===== src/rtl/alu_pkg.sv =====
// Shared definitions for the ALU sequencing stage: op encodings, FSM state type,
// default datapath width.
package alu_pkg;

    localparam int DATA_W_DEF = 8;

    localparam logic [2:0] OP_ADD = 3'b000;
    localparam logic [2:0] OP_SUB = 3'b001;
    localparam logic [2:0] OP_AND = 3'b010;
    localparam logic [2:0] OP_OR  = 3'b011;
    localparam logic [2:0] OP_XOR = 3'b100;
    localparam logic [2:0] OP_SHL = 3'b101;
    localparam logic [2:0] OP_SHR = 3'b110;
    localparam logic [2:0] OP_SLT = 3'b111;

    typedef enum logic [1:0] {
        ST_IDLE = 2'b00,
        ST_EXEC = 2'b01,
        ST_WB   = 2'b10
    } seq_state_t;

endpackage


===== src/rtl/regfile_nx8.sv =====
// REG_CNT x DATA_W register file: two combinational read ports, one synchronous
// write port, async clear. Debug read port exists only with ALU_SEQ_DBG_EN.
module regfile_nx8 #(
    parameter int DATA_W  = 8,
    parameter int REG_CNT = 4,
    parameter int AW      = $clog2(REG_CNT)
) (
    input  logic              clk,
    input  logic              rst_n,
    input  logic [AW-1:0]     ra1,
    input  logic [AW-1:0]     ra2,
    output logic [DATA_W-1:0] rd1,
    output logic [DATA_W-1:0] rd2,
    input  logic              we,
    input  logic [AW-1:0]     wa,
    input  logic [DATA_W-1:0] wd
`ifdef ALU_SEQ_DBG_EN
    ,
    input  logic [AW-1:0]     dbg_addr,
    output logic [DATA_W-1:0] dbg_data
`endif
);

    logic [DATA_W-1:0] rf [REG_CNT];

    always_ff @(posedge clk or negedge rst_n) begin
        if (!rst_n) begin
            rf <= '{default: '0};
        end else if (we) begin
            rf[wa] <= wd;
        end
    end

    always_comb begin
        rd1 = rf[ra1];
        rd2 = rf[ra2];
    end

`ifdef ALU_SEQ_DBG_EN
    always_comb begin
        dbg_data = rf[dbg_addr];
    end
`endif

endmodule


===== src/rtl/alu_op_sequencer.sv =====
// Register-file and sequencing stage feeding an external single-cycle ALU.
// Optional debug read port enabled by defining ALU_SEQ_DBG_EN.
module alu_op_sequencer
    import alu_pkg::*;
#(
    parameter int DATA_W  = DATA_W_DEF,
    parameter int REG_CNT = 4,
    localparam int AW     = $clog2(REG_CNT)
) (
    input  logic              clk,
    input  logic              rst_n,
    input  logic              instr_valid,
    output logic              instr_ready,
    input  logic              instr_ldi,
    input  logic [2:0]        instr_op,
    input  logic [AW-1:0]     instr_rd,
    input  logic [AW-1:0]     instr_rs1,
    input  logic [AW-1:0]     instr_rs2,
    input  logic [DATA_W-1:0] instr_imm,
    output logic [DATA_W-1:0] alu_a,
    output logic [DATA_W-1:0] alu_b,
    output logic [2:0]        alu_ctrl,
    input  logic [DATA_W-1:0] alu_result,
    input  logic              alu_zero,
    output logic              done,
    output logic [DATA_W-1:0] wb_data,
    output logic              zero_flag
`ifdef ALU_SEQ_DBG_EN
    ,
    input  logic [AW-1:0]     dbg_addr,
    output logic [DATA_W-1:0] dbg_data
`endif
);

    seq_state_t        state_q, state_d;
    logic              accept;
    logic              rf_we;
    logic [AW-1:0]     rd_q;
    logic [DATA_W-1:0] res_q;
    logic              z_q;
    logic [DATA_W-1:0] rs1_data, rs2_data;

    regfile_nx8 #(
        .DATA_W  (DATA_W),
        .REG_CNT (REG_CNT),
        .AW      (AW)
    ) u_rf (
        .clk      (clk),
        .rst_n    (rst_n),
        .ra1      (instr_rs1),
        .ra2      (instr_rs2),
        .rd1      (rs1_data),
        .rd2      (rs2_data),
        .we       (rf_we),
        .wa       (rd_q),
        .wd       (res_q)
`ifdef ALU_SEQ_DBG_EN
        ,
        .dbg_addr (dbg_addr),
        .dbg_data (dbg_data)
`endif
    );

    always_ff @(posedge clk or negedge rst_n) begin
        if (!rst_n) begin
            state_q <= ST_IDLE;
        end else begin
            state_q <= state_d;
        end
    end

    always_comb begin
        state_d = state_q;
        case (state_q)
            ST_IDLE: if (instr_valid) state_d = instr_ldi ? ST_WB : ST_EXEC;
            ST_EXEC: state_d = ST_WB;
            ST_WB:   state_d = ST_IDLE;
            default: state_d = ST_IDLE;
        endcase
    end

    always_comb begin
        instr_ready = (state_q == ST_IDLE);
        accept      = instr_ready && instr_valid;
        rf_we       = (state_q == ST_WB);
    end

    // LDI bypasses EXEC by loading res_q/z_q directly at accept; ALU operands keep their old values.
    always_ff @(posedge clk or negedge rst_n) begin
        if (!rst_n) begin
            rd_q      <= '0;
            alu_a     <= '0;
            alu_b     <= '0;
            alu_ctrl  <= '0;
            res_q     <= '0;
            z_q       <= 1'b0;
            wb_data   <= '0;
            zero_flag <= 1'b0;
            done      <= 1'b0;
        end else begin
            done <= rf_we;
            if (accept) begin
                rd_q <= instr_rd;
                if (instr_ldi) begin
                    res_q <= instr_imm;
                    z_q   <= (instr_imm == '0);
                end else begin
                    alu_a    <= rs1_data;
                    alu_b    <= rs2_data;
                    alu_ctrl <= instr_op;
                end
            end
            if (state_q == ST_EXEC) begin
                res_q <= alu_result;
                z_q   <= alu_zero;
            end
            if (rf_we) begin
                wb_data   <= res_q;
                zero_flag <= z_q;
            end
        end
    end

endmodule


===== config.mk =====
export PLATFORM = sky130hd
export DESIGN_NAME = alu_op_sequencer
export DESIGN_NICKNAME = d
export VERILOG_FILES = /design/src/rtl/alu_pkg.sv /design/src/rtl/regfile_nx8.sv /design/src/rtl/alu_op_sequencer.sv
export SDC_FILE = /design/constraint.sdc
export NUM_CORES = 1
export LEC_CHECK = 0
export BUFFER_PORTS_ARGS = -buffer_cell sky130_fd_sc_hd__buf_2
export CAP_MARGIN = 40
export CORE_ASPECT_RATIO = 1.25
export CORE_MARGIN = 10
export CORE_UTILIZATION = 55
export DETAILED_ROUTE_END_ITERATION = 12
export GPL_TIMING_DRIVEN = 0
export PLACE_DENSITY = 0.79
export SLEW_MARGIN = 20
export SYNTH_ARGS = -nofsm -noshare
export SYNTH_HDL_FRONTEND = slang
export SYNTH_SLANG_ARGS = --single-unit

===== constraint.sdc =====
create_clock -name clk -period 3.6 [get_ports clk]
set_input_delay 0.36 -clock clk [delete_from_list [all_inputs] [get_ports clk]]
set_output_delay 0.36 -clock clk [all_outputs]
set_load 0.01 [all_outputs]

==> results_dict.tcl <==
set metrics [dict create \
    status "finished clean" \
    critical_path_class "register to register" \
    instances_no_fill 361 \
    total_power_mw 2.84 \
    mostFrequentLayoutCell "dfrtp_1" \
    die_w_um 89.2 \
    grt_max_degree 41 \
    via_per_inst 5.60 \
    vias 2023 \
    slowest_stage "nor3b_4" \
    grtUsageTotal_pct 15.3 \
    p_int_mw 2.02 \
    grt_first_pass_wirelength_mm 11.1 \
    cts.sinks 74 \
    crit_fanout 8 \
    setup_tns_ps 0 \
    crit_path_max_incr_delay_ps 500 \
    drt_iter0_drc 45 \
    ys_seq_area_share_pct 56.2 \
    maxCapViolations 0 \
    antenna_left 0 \
    cts_root_buffer "clkbuf_8" \
    post_dp_cell_area_sq_mm 0.00367 \
    fmax_mhz 544 \
    post_cts.resized_instances 0 \
    setup_viol 0 \
    skew_ps 10.3 \
    p_comb_share_pct 27.8 \
    antenna_found_initial 0 \
    cts_tree "built" \
    area_growth_pct 17.9 \
    first_global_vias 2232 \
    pwr-share-seq_pct 48.5 \
    start_kind "register" \
    synth_area_sq_mm 0.00329 \
    drc_errors 0 \
    final_util_pct 66.8 \
    slew_violations 0 \
    r2r-start "state_q[0]" \
    slew_headroom_pct 63.5 \
    layout_setup_ws_ps 1760 \
    synth_warnings 0 \
    layout_common_cells "dfrtp_1, buf_2, mux2_2" \
    period_share_pct 51.1 \
    tightest_slew_ps 547 \
    num_rows 31 \
    insertion_delay_ps 350 \
    diodes 0 \
    portBuffers 55 \
    grt_remaining_overflow 0 \
    hp-start "instr_op[1]" \
    crit_chain "nand2b_1 > buf_6 > nor3b_4 > mux2_2" \
    min_period_ps 1840 \
    wl_per_cell_um 18.7 \
    synth_cell_types 29 \
    routed_wl_mm 6.75 \
    dp_cells 345 \
    avgSynthCellArea_sq_um 14.8 \
    synthFlopType "dfrtp_1" \
    yosys_register_bits 74 \
    die-area_sq_mm 0.00951 \
    synthArstFlopShare_pct 100 \
    p_leak_nw 1.81 \
    swShare_pct 28.8 \
    preCtsSetupSlack_ps 1800 \
    synth.net_count 253 \
    powerDensity_mw_per_mm2 731 \
    crit_arrival_ps 2070 \
    fin_nets 321 \
    vdd_drop_max_mv 0.355 \
    end_kind "register" \
    coreArea_sq_mm 0.00582 \
    clkTransAtPathRegs_ps 80 \
    synth_edf_count 0 \
    start_util_pct 56.6 \
    cts-htree-levels 3 \
    hpwl_mm 4.85 \
    drive_above_1_share_pct 51.5 \
    rsz0062_at_grt "false" \
    crit_start "state_q[0]" \
    hold_slack_ps 243 \
    fin_area_sq_mm 0.00388 \
    clk_path_buf_depth 2 \
    synthCells 223 \
    pwr-share-clk_pct 23.6 \
    hold_path.class "input pin to register" \
    ios 60 \
    firstDrtPassIters 4 \
    hold_viol 0 \
    p_switching_uw 818 \
    critPathRequiredTime_ps 3830 \
    cts_buffers 9 \
    die_h_um 107 \
    globalplace.congestion 0.768 \
]
## path summary, 6_finish.rpt
path | slack, ps | cells past startpoint | to
min in group asynchronous | 500 | 2 | alu_b[5]
worst min register to register | 470 | 2 | wb_data[5]
max in group asynchronous | 2540 | 3 | res_q[6]
worst max register to register | 1760 | 4 | u_rf.rf[18]
worst max-delay path | 1760 | 4 | u_rf.rf[18]
worst min-delay path | 240 | 2 | alu_ctrl[1]
## synth_stat cells, types with 2 or more instances
cell type	n	area share, %
buf_2	2	0.30
mux4_2	16	11
mux2i_1	7	2.1
clkbuf_2	2	0.30
o21ai_0	15	2.3
inv_1	3	0.34
buf_4	2	0.46
mux2_2	54	18
nand2_1	26	3.0
buf_1	2	0.23
clkbuf_1	2	0.23
nor3b_4	2	1.1
dfrtp_1	74	56
## flip-flops by register name, summed over array words and instances, names as in the netlist
name and flops:
alu_ctrl 3, alu_a 8, state_q 2, zero_flag 1
wb_data 8, done 1, res_q 8, alu_b 8
rd_q 2, z_q 1, u_rf.rf 32
## layout make-up
cell class	count	area (sq um)
clock buffers	12	135
multi-input cells	134	1370
fillers	429	1930
repair buffers	57	308
clock inverters	3	65.1
inverters	4	15.0
flip-flops and latches	74	1850
plain buffers	11	61.3
well taps	66	82.6
## critical path: cells and delay by family, from the launching register on
kind	cells	cell delay, ps
buf+inv	1	140
mux	1	400
flops	1	480
simple gates	2	700
## cells by family after synthesis
group / count (synthesis) / synth area share [%]
AO/OA/AOI/OAI: 18 / 3.30
flip-flops: 74 / 56.2
buffers and inverters: 15 / 2.32
AND/OR/NAND/NOR: 39 / 6.65
multiplexers: 77 / 31.5
## what timing repair did
item                      4_1_cts  5_1_grt
hold buffers                    1        0
buffers inserted                0        0
hold endpoints to repair       34        0
## power groups by stage
stage	combinational (mW)	clock, mW	sequential [mW]
floorplan	0.496	0	1.39
global placement	0.776	0	1.37
detailed placement	0.805	0	1.40
CTS	0.809	0.683	1.38
global route	0.868	0.713	1.43
finish	0.790	0.672	1.38
## layer usage
| metal | part of all wire [%] | track usage (%) |
|---|---|---|
| met1 | 43 | 19.0 |
| met2 | 49 | 23.9 |
| met3 | 6.3 | 4.51 |
| met4 | 1.7 | 7.18 |
| met5 | 0 | 0 |
No activity file was read; power rests on OpenSTA's default activity.
